==> config.mk <==
export PLATFORM = sky130hd
export DESIGN_NAME = flt2fix_engine_flat
export DESIGN_NICKNAME = d
export VERILOG_FILES = /design/src/rtl/flt2fix_if.sv /design/src/rtl/flt2fix_engine.sv /design/src/flat_wrapper.sv
export SDC_FILE = /design/constraint.sdc
export NUM_CORES = 1
export LEC_CHECK = 0
export ABC_CLOCK_PERIOD_IN_PS = 7950
export CAP_MARGIN = 20
export CELL_PAD_IN_SITES_DETAIL_PLACEMENT = 1
export CELL_PAD_IN_SITES_GLOBAL_PLACEMENT = 2
export CORE_MARGIN = 1
export CORE_UTILIZATION = 38
export DETAILED_ROUTE_END_ITERATION = 7
export GPL_TIMING_DRIVEN = 0
export PLACE_DENSITY_LB_ADDON = 0.1
export SYNTH_ARGS = -nofsm -noshare
export SYNTH_HDL_FRONTEND = slang
export SYNTH_SLANG_ARGS = --single-unit
==> constraint.sdc <==
create_clock -name Clk -period 7.95 [get_ports Clk]
set_input_delay 1.59 -clock Clk [delete_from_list [all_inputs] [get_ports Clk]]
set_output_delay 1.59 -clock Clk [all_outputs]
set_load 0.005 [all_outputs]
==> src/rtl/flt2fix_if.sv <==
`default_nettype none
// ============================================================================
//  Module      : flt2fix_if
//  Description : Control handshake and byte-wide data-memory bus between
//                the float16 -> 8.8 fixed-point engine and its environment
//                (core control, request/grant arbiter and data memory).
//  Revision    : 1.0 - initial release
// ============================================================================
interface flt2fix_if #(
    parameter int AW = 8
);
    logic          Start;      // begin conversion
    logic          Done;       // conversion finished, result in memory
    logic          mem_req;    // engine requests the memory port
    logic          mem_gnt;    // arbiter grant
    logic [AW-1:0] mem_addr;   // byte address
    logic          mem_we;     // write enable (only meaningful with grant)
    logic [7:0]    mem_wdata;  // write byte
    logic [7:0]    mem_rdata;  // read byte, one cycle after an accepted read

    // Engine side
    modport master (
        input  Start,
        input  mem_gnt,
        input  mem_rdata,
        output Done,
        output mem_req,
        output mem_addr,
        output mem_we,
        output mem_wdata
    );

    // Environment side (core, arbiter, memory)
    modport slave (
        output Start,
        output mem_gnt,
        output mem_rdata,
        input  Done,
        input  mem_req,
        input  mem_addr,
        input  mem_we,
        input  mem_wdata
    );
endinterface
`default_nettype wire

==> src/rtl/flt2fix_engine.sv <==
`default_nettype none
// ============================================================================
//  Module      : flt2fix_engine
//  Description : Reads a float16 from data memory through a shared,
//                arbitrated byte port, converts it to signed 8.8 fixed point
//                with a one-bit-per-cycle shifter (truncating toward zero,
//                saturating on overflow) and writes the result back.
//  Revision    : 1.0 - initial release
// ============================================================================
module flt2fix_engine #(
    parameter int AW       = 8,
    parameter int SRC_ADDR = 4,
    parameter int DST_ADDR = 6
) (
    input  logic        Clk,
    input  logic        Reset,
    flt2fix_if.master   bus
);

    // ------------------------------------------------------------------
    // Constants
    // ------------------------------------------------------------------
    localparam logic [AW-1:0] c_src_lo = AW'(SRC_ADDR);
    localparam logic [AW-1:0] c_src_hi = AW'(SRC_ADDR + 1);
    localparam logic [AW-1:0] c_dst_lo = AW'(DST_ADDR);
    localparam logic [AW-1:0] c_dst_hi = AW'(DST_ADDR + 1);

    // Exponent at which the 11-bit magnitude already sits in 8.8 alignment
    localparam logic [4:0] c_exp_unity = 5'd17;
    // Exponent from which any value overflows the 8.8 range
    localparam logic [4:0] c_exp_sat   = 5'd23;
    // Right shifts beyond this always produce zero, so they are capped
    localparam logic [4:0] c_max_rshift = 5'd12;

    localparam logic [3:0] c_st_idle    = 4'd0;
    localparam logic [3:0] c_st_rd_lo   = 4'd1;
    localparam logic [3:0] c_st_rd_hi   = 4'd2;
    localparam logic [3:0] c_st_rd_wait = 4'd3;
    localparam logic [3:0] c_st_calc    = 4'd4;
    localparam logic [3:0] c_st_shift   = 4'd5;
    localparam logic [3:0] c_st_wr_lo   = 4'd6;
    localparam logic [3:0] c_st_wr_hi   = 4'd7;
    localparam logic [3:0] c_st_done    = 4'd8;

    // ------------------------------------------------------------------
    // State and datapath registers
    // ------------------------------------------------------------------
    logic [3:0]  r_state;
    logic        r_first_hi;   // first cycle in RD_HI: low byte is on rdata
    logic [7:0]  r_f_lo;       // captured low byte of the half-float
    logic [15:0] r_f_word;     // complete half-float
    logic        r_sign;
    logic [16:0] r_mag;        // magnitude being aligned to 8.8
    logic        r_left;       // shift direction: 1 = left
    logic [3:0]  r_cnt;        // remaining shift steps
    logic [15:0] r_result;     // final 8.8 word

    // ------------------------------------------------------------------
    // Decode of the captured half-float
    // ------------------------------------------------------------------
    logic [4:0]  w_exp;
    logic [16:0] w_mag_init;
    logic        w_sat;
    logic        w_left;
    logic [3:0]  w_shift_n;
    logic [16:0] w_mag_next;

    assign w_exp      = r_f_word[14:10];
    assign w_mag_init = {6'd0, (w_exp != 5'd0), r_f_word[9:0]};
    assign w_sat      = (w_exp >= c_exp_sat);
    assign w_mag_next = r_left ? {r_mag[15:0], 1'b0} : {1'b0, r_mag[16:1]};

    // Shift direction and count from the exponent distance to unity
    always_comb begin
        w_left    = 1'b0;
        w_shift_n = 4'd0;
        if (w_exp > c_exp_unity) begin
            w_left    = 1'b1;
            w_shift_n = 4'(w_exp - c_exp_unity);
        end else if (w_exp < c_exp_unity) begin
            if ((c_exp_unity - w_exp) > c_max_rshift) begin
                w_shift_n = 4'(c_max_rshift);
            end else begin
                w_shift_n = 4'(c_exp_unity - w_exp);
            end
        end
    end

    // Saturate the aligned magnitude and apply the sign. A negative zero
    // naturally comes out as 0x0000 because -0 == 0 in two's complement.
    function automatic logic [15:0] form_result(input logic neg,
                                                input logic [16:0] m);
        logic [15:0] r;
        if (m >= 17'd32768) begin
            r = neg ? 16'h8000 : 16'h7FFF;
        end else if (neg) begin
            r = (~m[15:0]) + 16'd1;
        end else begin
            r = m[15:0];
        end
        return r;
    endfunction

    // ------------------------------------------------------------------
    // Sequencer: memory reads, decode, iterative shift, memory writes
    // ------------------------------------------------------------------
    always_ff @(posedge Clk) begin
        if (Reset) begin
            r_state    <= c_st_idle;
            r_first_hi <= 1'b0;
            r_f_lo     <= 8'd0;
            r_f_word   <= 16'd0;
            r_sign     <= 1'b0;
            r_mag      <= 17'd0;
            r_left     <= 1'b0;
            r_cnt      <= 4'd0;
            r_result   <= 16'd0;
        end else begin
            case (r_state)
                c_st_idle: begin
                    if (bus.Start) begin
                        r_state <= c_st_rd_lo;
                    end
                end

                c_st_rd_lo: begin
                    if (bus.mem_gnt) begin
                        r_state    <= c_st_rd_hi;
                        r_first_hi <= 1'b1;
                    end
                end

                // The low byte answers the read accepted in RD_LO, so it is
                // valid only in the first RD_HI cycle, grant or not.
                c_st_rd_hi: begin
                    if (r_first_hi) begin
                        r_f_lo     <= bus.mem_rdata;
                        r_first_hi <= 1'b0;
                    end
                    if (bus.mem_gnt) begin
                        r_state <= c_st_rd_wait;
                    end
                end

                c_st_rd_wait: begin
                    r_f_word <= {bus.mem_rdata, r_f_lo};
                    r_state  <= c_st_calc;
                end

                c_st_calc: begin
                    r_sign <= r_f_word[15];
                    r_mag  <= w_mag_init;
                    r_left <= w_left;
                    r_cnt  <= w_shift_n;
                    if (w_sat) begin
                        r_result <= r_f_word[15] ? 16'h8000 : 16'h7FFF;
                        r_state  <= c_st_wr_lo;
                    end else if (w_shift_n == 4'd0) begin
                        r_result <= form_result(r_f_word[15], w_mag_init);
                        r_state  <= c_st_wr_lo;
                    end else begin
                        r_state  <= c_st_shift;
                    end
                end

                // One bit per cycle; the result is formed from the value
                // produced by the final step.
                c_st_shift: begin
                    r_mag <= w_mag_next;
                    r_cnt <= r_cnt - 4'd1;
                    if (r_cnt == 4'd1) begin
                        r_result <= form_result(r_sign, w_mag_next);
                        r_state  <= c_st_wr_lo;
                    end
                end

                c_st_wr_lo: begin
                    if (bus.mem_gnt) begin
                        r_state <= c_st_wr_hi;
                    end
                end

                c_st_wr_hi: begin
                    if (bus.mem_gnt) begin
                        r_state <= c_st_done;
                    end
                end

                c_st_done: begin
                    if (bus.Start) begin
                        r_state <= c_st_rd_lo;
                    end
                end

                default: begin
                    r_state <= c_st_idle;
                end
            endcase
        end
    end

    // ------------------------------------------------------------------
    // Bus outputs decoded from the current state; writes are qualified
    // by the grant so an un-granted cycle never strobes the memory.
    // ------------------------------------------------------------------
    logic          w_req;
    logic [AW-1:0] w_addr;
    logic          w_we;
    logic [7:0]    w_wdata;
    logic          w_done;

    // Per-state drive of request, address, write strobe/data and Done
    always_comb begin
        w_req   = 1'b0;
        w_addr  = '0;
        w_we    = 1'b0;
        w_wdata = 8'd0;
        w_done  = 1'b0;
        case (r_state)
            c_st_rd_lo: begin
                w_req  = 1'b1;
                w_addr = c_src_lo;
            end
            c_st_rd_hi: begin
                w_req  = 1'b1;
                w_addr = c_src_hi;
            end
            c_st_rd_wait: begin
                w_req  = 1'b1;
                w_addr = c_src_hi;
            end
            c_st_wr_lo: begin
                w_req   = 1'b1;
                w_addr  = c_dst_lo;
                w_wdata = r_result[7:0];
                w_we    = bus.mem_gnt;
            end
            c_st_wr_hi: begin
                w_req   = 1'b1;
                w_addr  = c_dst_hi;
                w_wdata = r_result[15:8];
                w_we    = bus.mem_gnt;
            end
            c_st_done: begin
                w_done = 1'b1;
            end
            default: begin
                w_req = 1'b0;
            end
        endcase
    end

    assign bus.mem_req   = w_req;
    assign bus.mem_addr  = w_addr;
    assign bus.mem_we    = w_we;
    assign bus.mem_wdata = w_wdata;
    assign bus.Done      = w_done;

endmodule
`default_nettype wire
==> src/flat_wrapper.sv <==
// flat-port wrapper written by rule: the top's interface ports become plain ports
module flt2fix_engine_flat 
#(
    parameter int AW       = 8,
    parameter int SRC_ADDR = 4,
    parameter int DST_ADDR = 6
)
  (Clk, Reset, bus_Start, bus_mem_gnt, bus_mem_rdata, bus_Done, bus_mem_req, bus_mem_addr, bus_mem_we, bus_mem_wdata);
  flt2fix_if #(.AW(AW)) bus_i ();
  input  logic Clk;
  input  logic Reset;
  input wire logic [$bits(bus_i.Start)-1:0] bus_Start;
  input wire logic [$bits(bus_i.mem_gnt)-1:0] bus_mem_gnt;
  input wire logic [$bits(bus_i.mem_rdata)-1:0] bus_mem_rdata;
  output wire logic [$bits(bus_i.Done)-1:0] bus_Done;
  output wire logic [$bits(bus_i.mem_req)-1:0] bus_mem_req;
  output wire logic [$bits(bus_i.mem_addr)-1:0] bus_mem_addr;
  output wire logic [$bits(bus_i.mem_we)-1:0] bus_mem_we;
  output wire logic [$bits(bus_i.mem_wdata)-1:0] bus_mem_wdata;
  assign bus_i.Start = bus_Start;
  assign bus_i.mem_gnt = bus_mem_gnt;
  assign bus_i.mem_rdata = bus_mem_rdata;
  assign bus_Done = bus_i.Done;
  assign bus_mem_req = bus_i.mem_req;
  assign bus_mem_addr = bus_i.mem_addr;
  assign bus_mem_we = bus_i.mem_we;
  assign bus_mem_wdata = bus_i.mem_wdata;
  flt2fix_engine #(.AW(AW), .SRC_ADDR(SRC_ADDR), .DST_ADDR(DST_ADDR)) u_core (.Clk(Clk), .Reset(Reset), .bus(bus_i));
endmodule
# Word level (Yosys, flattened, before mapping)
# Cells that the tools add are included.
totals:
  input_bits: 12
  ff_bits: 68
  output_inout_bits: 19
  wordCells: 84
classes:
  n_eq_ne: 16
  muxes: 33
  order_cmp: 6
  reduce_logical: 13
  n_bitwise: 2
  add_sub_neg: 5
ops:
  columns: ["cell", "n"]
  rows:
  - ["$mux 16", 9]
  - ["$mux 4", 10]
  - ["$pmux 17 s2", 1]
  - ["$add 16x1->16 const B", 2]
  - ["$pmux 16 s2", 1]
  - ["$pmux 4 s8", 1]
  - ["$ge 17x16->1 const B", 1]
  - ["$mux 17", 1]
  - ["$eq 4x3->1 const B", 4]
  - ["$ge 11x16->1 const B", 1]
  - ["$not 11->16", 1]
  - ["$not 16->16", 1]
  - ["$pmux 8 s2", 1]
  - ["$pmux 3 s4", 1]
  - ["$eq 4x1->1 const B", 2]
  - ["$eq 4x2->1 const B", 2]
  - ["$logic_not 4->1", 2]
  - ["$ne 2x2->1 const B", 4]
  - ["$pmux 4 s2", 1]
  - ["$sub 4x1->4 const B", 2]
  - ["$reduce_and 6->1", 1]
  - ["$reduce_or 2->1", 3]
  - ["$ge 5x5->1 const B", 1]
  - ["$gt 5x4->1 const B", 1]
  - ["other kinds (14)", 21]

# Logic depth before layout (Yosys ltp)
depth:
  ltp_word: 9
  depth_mapped: 12
  mapped_depth_nobuf: 8

# Least setup slack after synthesis
# Ideal clock, no wire load.
synth_path:
  kind: "input to output"
  from: "input bus_mem_gnt"
  to: "output bus_mem_we"
  path_stages: 2
  t_arrival_ns: 1.731
  required_ns: 6.360
  n_path_buf: 0
  slack_ns: 4.629
  cell_sequence: "inv_1 -> nor2_1"
synth_between:
  elab_chain_cells: 1
synth_rtl:
  columns: ["element", "line", "rtl"]
  rows:
  - ["from (decl)", "flat_wrapper.sv:13", "input wire logic [$bits(bus_i.mem_gnt)-1:0] bus_mem_gnt;"]
  - ["$mux 1", "flt2fix_engine.sv:219", "case (r_state)"]
  - ["to (decl)", "flat_wrapper.sv:18", "output wire logic [$bits(bus_i.mem_we)-1:0] bus_mem_we;"]
# Every way passes these cells.

# Worst setup path in the final report
layout_path:
  from: "register u_core.r_state[0]"
  to: "output bus_mem_addr[2]"
layout_between:
  elab_chain_cells: 3
  word_cells_on_any_way: 7
  classes_between: "5 x eq/ne; 1 x mux; 1 x reduce/logical"
layout_rtl:
  columns: ["element", "line", "rtl"]
  rows:
  - ["from (decl)", "flt2fix_engine.sv:48", "logic [3:0] r_state;"]
  - ["from (signal assigned)", "flt2fix_engine.sv:109", "r_state <= c_st_idle;"]
  - ["from (signal assigned)", "flt2fix_engine.sv:122", "r_state <= c_st_rd_lo;"]
  - ["from (signal assigned)", "flt2fix_engine.sv:128", "r_state <= c_st_rd_hi;"]
  - ["$eq 4x2->1", "flt2fix_engine.sv:219", null]
  - ["$reduce_or 2->1 (no source line)", null, null]
  - ["$pmux 3 s4 (*)", "flt2fix_engine.sv:219", null]
  - ["to (decl)", "flat_wrapper.sv:17", "output wire logic [$bits(bus_i.mem_addr)-1:0] bus_mem_addr;"]
# Every way passes the cells marked *; elsewhere a longest branch is shown, timed or not.

==> results.md <==
Global route:
- The maximum number of pins on one net before global-route repair is 14.
- The total global routing track utilization is 0.283.
- The first global-routing pass estimated 27500 um of wire.
- Summed over all layers, the global routing overflow is 0.
- The global-route met1 utilization is 0.355.
- The most used routing layer in global routing is met2.
- For this run, global-route usage on met2 was measured as 0.461.
- The met3 global-route usage is 0.0505.
- The number of global-route vias before repair is 4909.
- The initial antenna violation count came to 0.

Cells and area:
- Counting the fill cells in the layout gives 1515.
- The signed area change from the synthesized netlist to the final layout is 16.6%.
- At the end of the flow, the number of nets in the layout was 678.
- The antenna diode count is 0.
- The ratio of cells with drive above 1 in the final layout is 0.120.
- The number of standard cells in the final layout excluding fillers is 829.

Synthesis:
- The cell accounting for the most synthesized area is dfxtp_1.
- For this run, the register share of the synthesized area comes to 0.288.
- The area fraction of the dominant cell type after synthesis is 0.288.
- The cell area after synthesis is 4720 um2.
- The Yosys step of the flow raised 0 warnings.
- The distinct cell type count of the synthesized netlist is 79.
- The flip-flop cell with the highest count after synthesis is dfxtp_1.
- In this run, synthesis inferred 0 flip-flops with an integrated enable.
- The average instance in the mapped netlist occupies ~7.7 um2.
- The share of flip-flops with an asynchronous set or reset after synthesis is 0.
- The synthesized flop and latch total is 68.
- By area the synthesized netlist is led by dfxtp_1 (29%), a21oi_1 (6.5%), mux2i_1 (6.4%).
- The number of instances in the synthesized netlist is 616.

Clocking:
- Clock latency on the worst-skew pair, taken at its later pin, is 0.35 ns.
- Clock tree synthesis found a total of 68 sinks.
- After clock tree synthesis, the flow added hold-fix buffers numbering 0.
- The number of clock buffers added by TritonCTS is 9.
- The post-cts resize count is 0.
- The longest clock path from root to sink contains 2 buffers.
- Once the clock tree was built, the setup fixing pass inserted 0 buffers.
- The cell chosen for the clock root is clkbuf_16.
- The H-tree generated during clock tree synthesis spans 3 levels.
- TritonCTS built the clock tree.
- The clock slew seen by the registers of the worst setup and hold paths is ~0.060 ns.

STA:
- The maximum clock rate is 226 MHz.
- The minimum clock period after layout is 4.43 ns.
- The worst clock skew is 0.00616 ns.
- The period utilization is 0.558.
- The final hold slack is 0.466 ns.
- The number of slew-limit violations in the final report was 0.
- The final number of hold-violating endpoints was 0.
- The headroom to the max-slew limit is 0.393.
- Setup slack closes at 3.52 ns.
- The number of setup violations in the final report is 0.
- Summed over all failing endpoints, the final setup total negative slack is 0 ns.
- Setup repair after global routing left no endpoint under its margin.
- At the pin with the least slew margin, the transition time is 0.911 ns.

Critical path:
- The library cell contributing the largest single delay on the critical path is clkbuf_1.
- The critical path contains buffers and inverters numbering 4 combined.
- For this run, the slowest stage of the critical path takes 0.73 ns.
- The setup slack on the worst flop-to-flop path is roughly 4.9 ns.
- The startpoint type of the worst setup path is a register.
- The critical path goes through buf_2 > clkbuf_1 > clkbuf_1 > a21oi_1 > nor2_1 > clkdlybuf4s50_1.
- Grouping stages by cell kind, the critical path spends the most delay in buffers and inverters.
- The required time of the worst setup path is 6.36 ns.
- The arrival time at the worst endpoint is 2.84 ns.
- The largest fanout on the critical path is 10.
- The worst setup path is captured at a primary output.
- The worst flop-to-flop path startpoint is u_core.r_left.
- The cell count of the worst reg-to-reg path is 11.
- The critical path is of the register to primary output type.
- Counting stages on the worst path, the most repeated cell is clkbuf_1.
- The destination of the worst register-to-register timing path is u_core.r_result[8].

Power and ir drop:
- The share of total power in combinational logic is 0.099.
- The switching share of power is 0.267.
- The power spent charging and discharging nets is 0.228 mW.
- The leakage component of the power is 1.94 nW.
- The internal portion of total power is 0.625 mW.
- Of the total power, registers draw 0.404.
- In this run the power density over the cells is 155 nW/um2.
- Of the total power, the clock network draws 0.498.
- The maximum resistive drop on vdd is 0.000105 V.

Min path:
- The startpoint identified for the worst hold timing path is u_core.r_f_lo[5].
- The path with the worst hold slack has its endpoint at u_core.r_f_word[5].
- The path class of the tightest hold or removal check is register to register.
- The instance count along the most critical hold path is 2.

Placed design:
- The final RePlAce weighted congestion is 0.885.
- The post-placement worst setup slack is between 3 and 4 ns.
- Detailed placement finished with a half-perimeter wire length of 12900 um.
- The count of buffers added on input and output ports is 25.
- The count of placed standard cells including taps is around 810.

Drt:
- The pre-antenna-repair detailed-routing pass consisted of 4 iterations.
- The count of nets left with antenna violations once routing finished came out at 0.
- The via count of the routed design is 4786.
- In the routed layout, each cell is associated on average with a via count of between 5 and 6.
- In the routed design, unresolved DRC markers number 0.
- The routed design has 17100 um of wire.
- In this run, the number of DRC markers left after iteration 0 of detailed routing was 260.
- After detailed routing, the average wire length per cell comes to 20.6 um.

Die:
- The I/O pin total is 31.
- The area of the core is 12100 um2.
- In this run the vertical extent of the chip is between 100 and 150 um.
- The starting density of the core is 0.391.
- The floorplan has 40 rows.
- The chip width is 113 um.
- The die covers 12900 um2.

Run:
- The reported max-cap violation count is 0.

Run status:
- The run finished with clean final reports.
-- worst min-delay path: stages, from the launching register on --
cell and delay [ns]:
dfxtp_1 0.31, nand2_1 0.06, a21oi_1 0.05
-- flip-flops by register name, indices dropped and copies added (netlist names) --
name,count
u_core.r_sign,1
u_core.r_f_lo,8
u_core.r_state,4
u_core.r_mag,17
u_core.r_result,16
u_core.r_left,1
u_core.r_f_word,16
u_core.r_cnt,4
u_core.r_first_hi,1
-- per-layer routing --
metal / part of all wire / up-vias
met3: 0.039 / 47
met5: 0 / -
li1: - / 2294
met1: 0.45 / 2324
met2: 0.47 / 121
met4: 0.043 / 0
-- power by group through the flow --
stage               sequential, mW  clock [mW]  combinational [mW]
global route                 0.344       0.445              0.0910
CTS                          0.344       0.428              0.0834
floorplan                    0.351           0              0.0503
finish                       0.344       0.424              0.0843
global placement             0.352           0              0.0814
detailed placement           0.352           0              0.0827
-- synthesized netlist by cell type, types with 3 or more instances --
| cell | count |
|---|---|
| o41ai_1 | 3 |
| a211o_1 | 3 |
| and2_1 | 3 |
| o22ai_1 | 4 |
| nor3b_1 | 8 |
| or3_1 | 4 |
| nor2_1 | 71 |
| nand4_1 | 3 |
| a21oi_2 | 6 |
| dfxtp_1 | 68 |
| a21oi_1 | 61 |
| mux2_2 | 7 |
| ha_1 | 10 |
| nand2_1 | 76 |
| clkbuf_1 | 29 |
| buf_4 | 8 |
| xnor2_1 | 9 |
| and3_1 | 3 |
| buf_6 | 6 |
| mux2i_1 | 30 |
| o21ai_1 | 3 |
| a311oi_1 | 4 |
| a221o_1 | 5 |
| nand3_1 | 14 |
| buf_2 | 11 |
| nor3_1 | 32 |
| a211oi_1 | 14 |
| o211ai_1 | 10 |
| nand2b_1 | 4 |
| a211oi_2 | 4 |
| or4_1 | 3 |
| inv_1 | 16 |
| o21ai_0 | 20 |
| nor4_1 | 4 |
| o31ai_1 | 4 |
-- how the worst max path moves through the flow --
stage	start	end	cells after the start	slack (ns)
2_1_floorplan	bus_mem_gnt	bus_mem_we	2	4.63
3_3_place_gp	bus_mem_gnt	bus_mem_we	4	3.55
3_5_place_dp	bus_mem_gnt	bus_mem_we	4	3.55
4_1_cts	bus_mem_gnt	bus_mem_we	4	3.55
5_1_grt	u_core.r_state[0]	bus_mem_addr[2]	6	3.33
6_report	u_core.r_state[0]	bus_mem_addr[2]	6	3.52
-- stage by stage --
stage	util	power, mW	instance area [um2]
2_1_floorplan	-	0.402	4730
3_3_place_gp	0.431	0.433	5190
3_5_place_dp	0.431	0.434	5190
4_1_cts	0.456	0.856	5510
5_1_grt	0.456	0.880	5510
6_report	0.456	0.853	5510
-- layout make-up --
cell class                      count  area, um2  share of cell area
Inverter                           19       71.3              0.0130
Tap cell                          168        210              0.0382
Sequential cell                    68       1360               0.247
Timing Repair Buffer               25        250              0.0455
Multi-Input combinational cell    476       2990               0.543
Buffer                             57        314              0.0570
Clock buffer                       10        239              0.0434
Clock inverter                      6       71.3              0.0130
-- cell usage in the layout, fill, tap and decap left out, types with 6 or more instances in the layout --
| cell type | Yosys | layout |
|---|---|---|
| nand2_1 | 76 | 76 |
| buf_6 | 6 | 6 |
| mux2_2 | 7 | 7 |
| o211ai_1 | 10 | 10 |
| clkbuf_16 | 0 | 9 |
| nand3_1 | 14 | 14 |
| nor3_1 | 32 | 32 |
| dfxtp_1 | 68 | 68 |
| nor2_1 | 71 | 71 |
| buf_4 | 8 | 8 |
| clkbuf_1 | 29 | 29 |
| ha_1 | 10 | 10 |
| a211oi_1 | 14 | 14 |
| inv_1 | 16 | 16 |
| xnor2_1 | 9 | 9 |
| clkdlybuf4s50_1 | 0 | 25 |
| nor3b_1 | 8 | 8 |
| o21ai_0 | 20 | 20 |
| a21oi_2 | 6 | 6 |
| mux2i_1 | 30 | 30 |
| buf_2 | 11 | 11 |
| a21oi_1 | 61 | 61 |
-- cells by family after synthesis --
| group | Yosys count | synth area share |
|---|---|---|
| and+or+nand+nor | 241 | 0.241 |
| AOI/OAI and AO/OA | 173 | 0.263 |
| buffers and inverters | 76 | 0.0817 |
| DFF | 68 | 0.288 |
| muxes | 37 | 0.0803 |
| adders and majority gates | 10 | 0.0265 |
| xor gates and xnor gates | 10 | 0.0186 |
| other | 1 | 0.000795 |
Note: power is estimated with default switching activity, not from simulation.
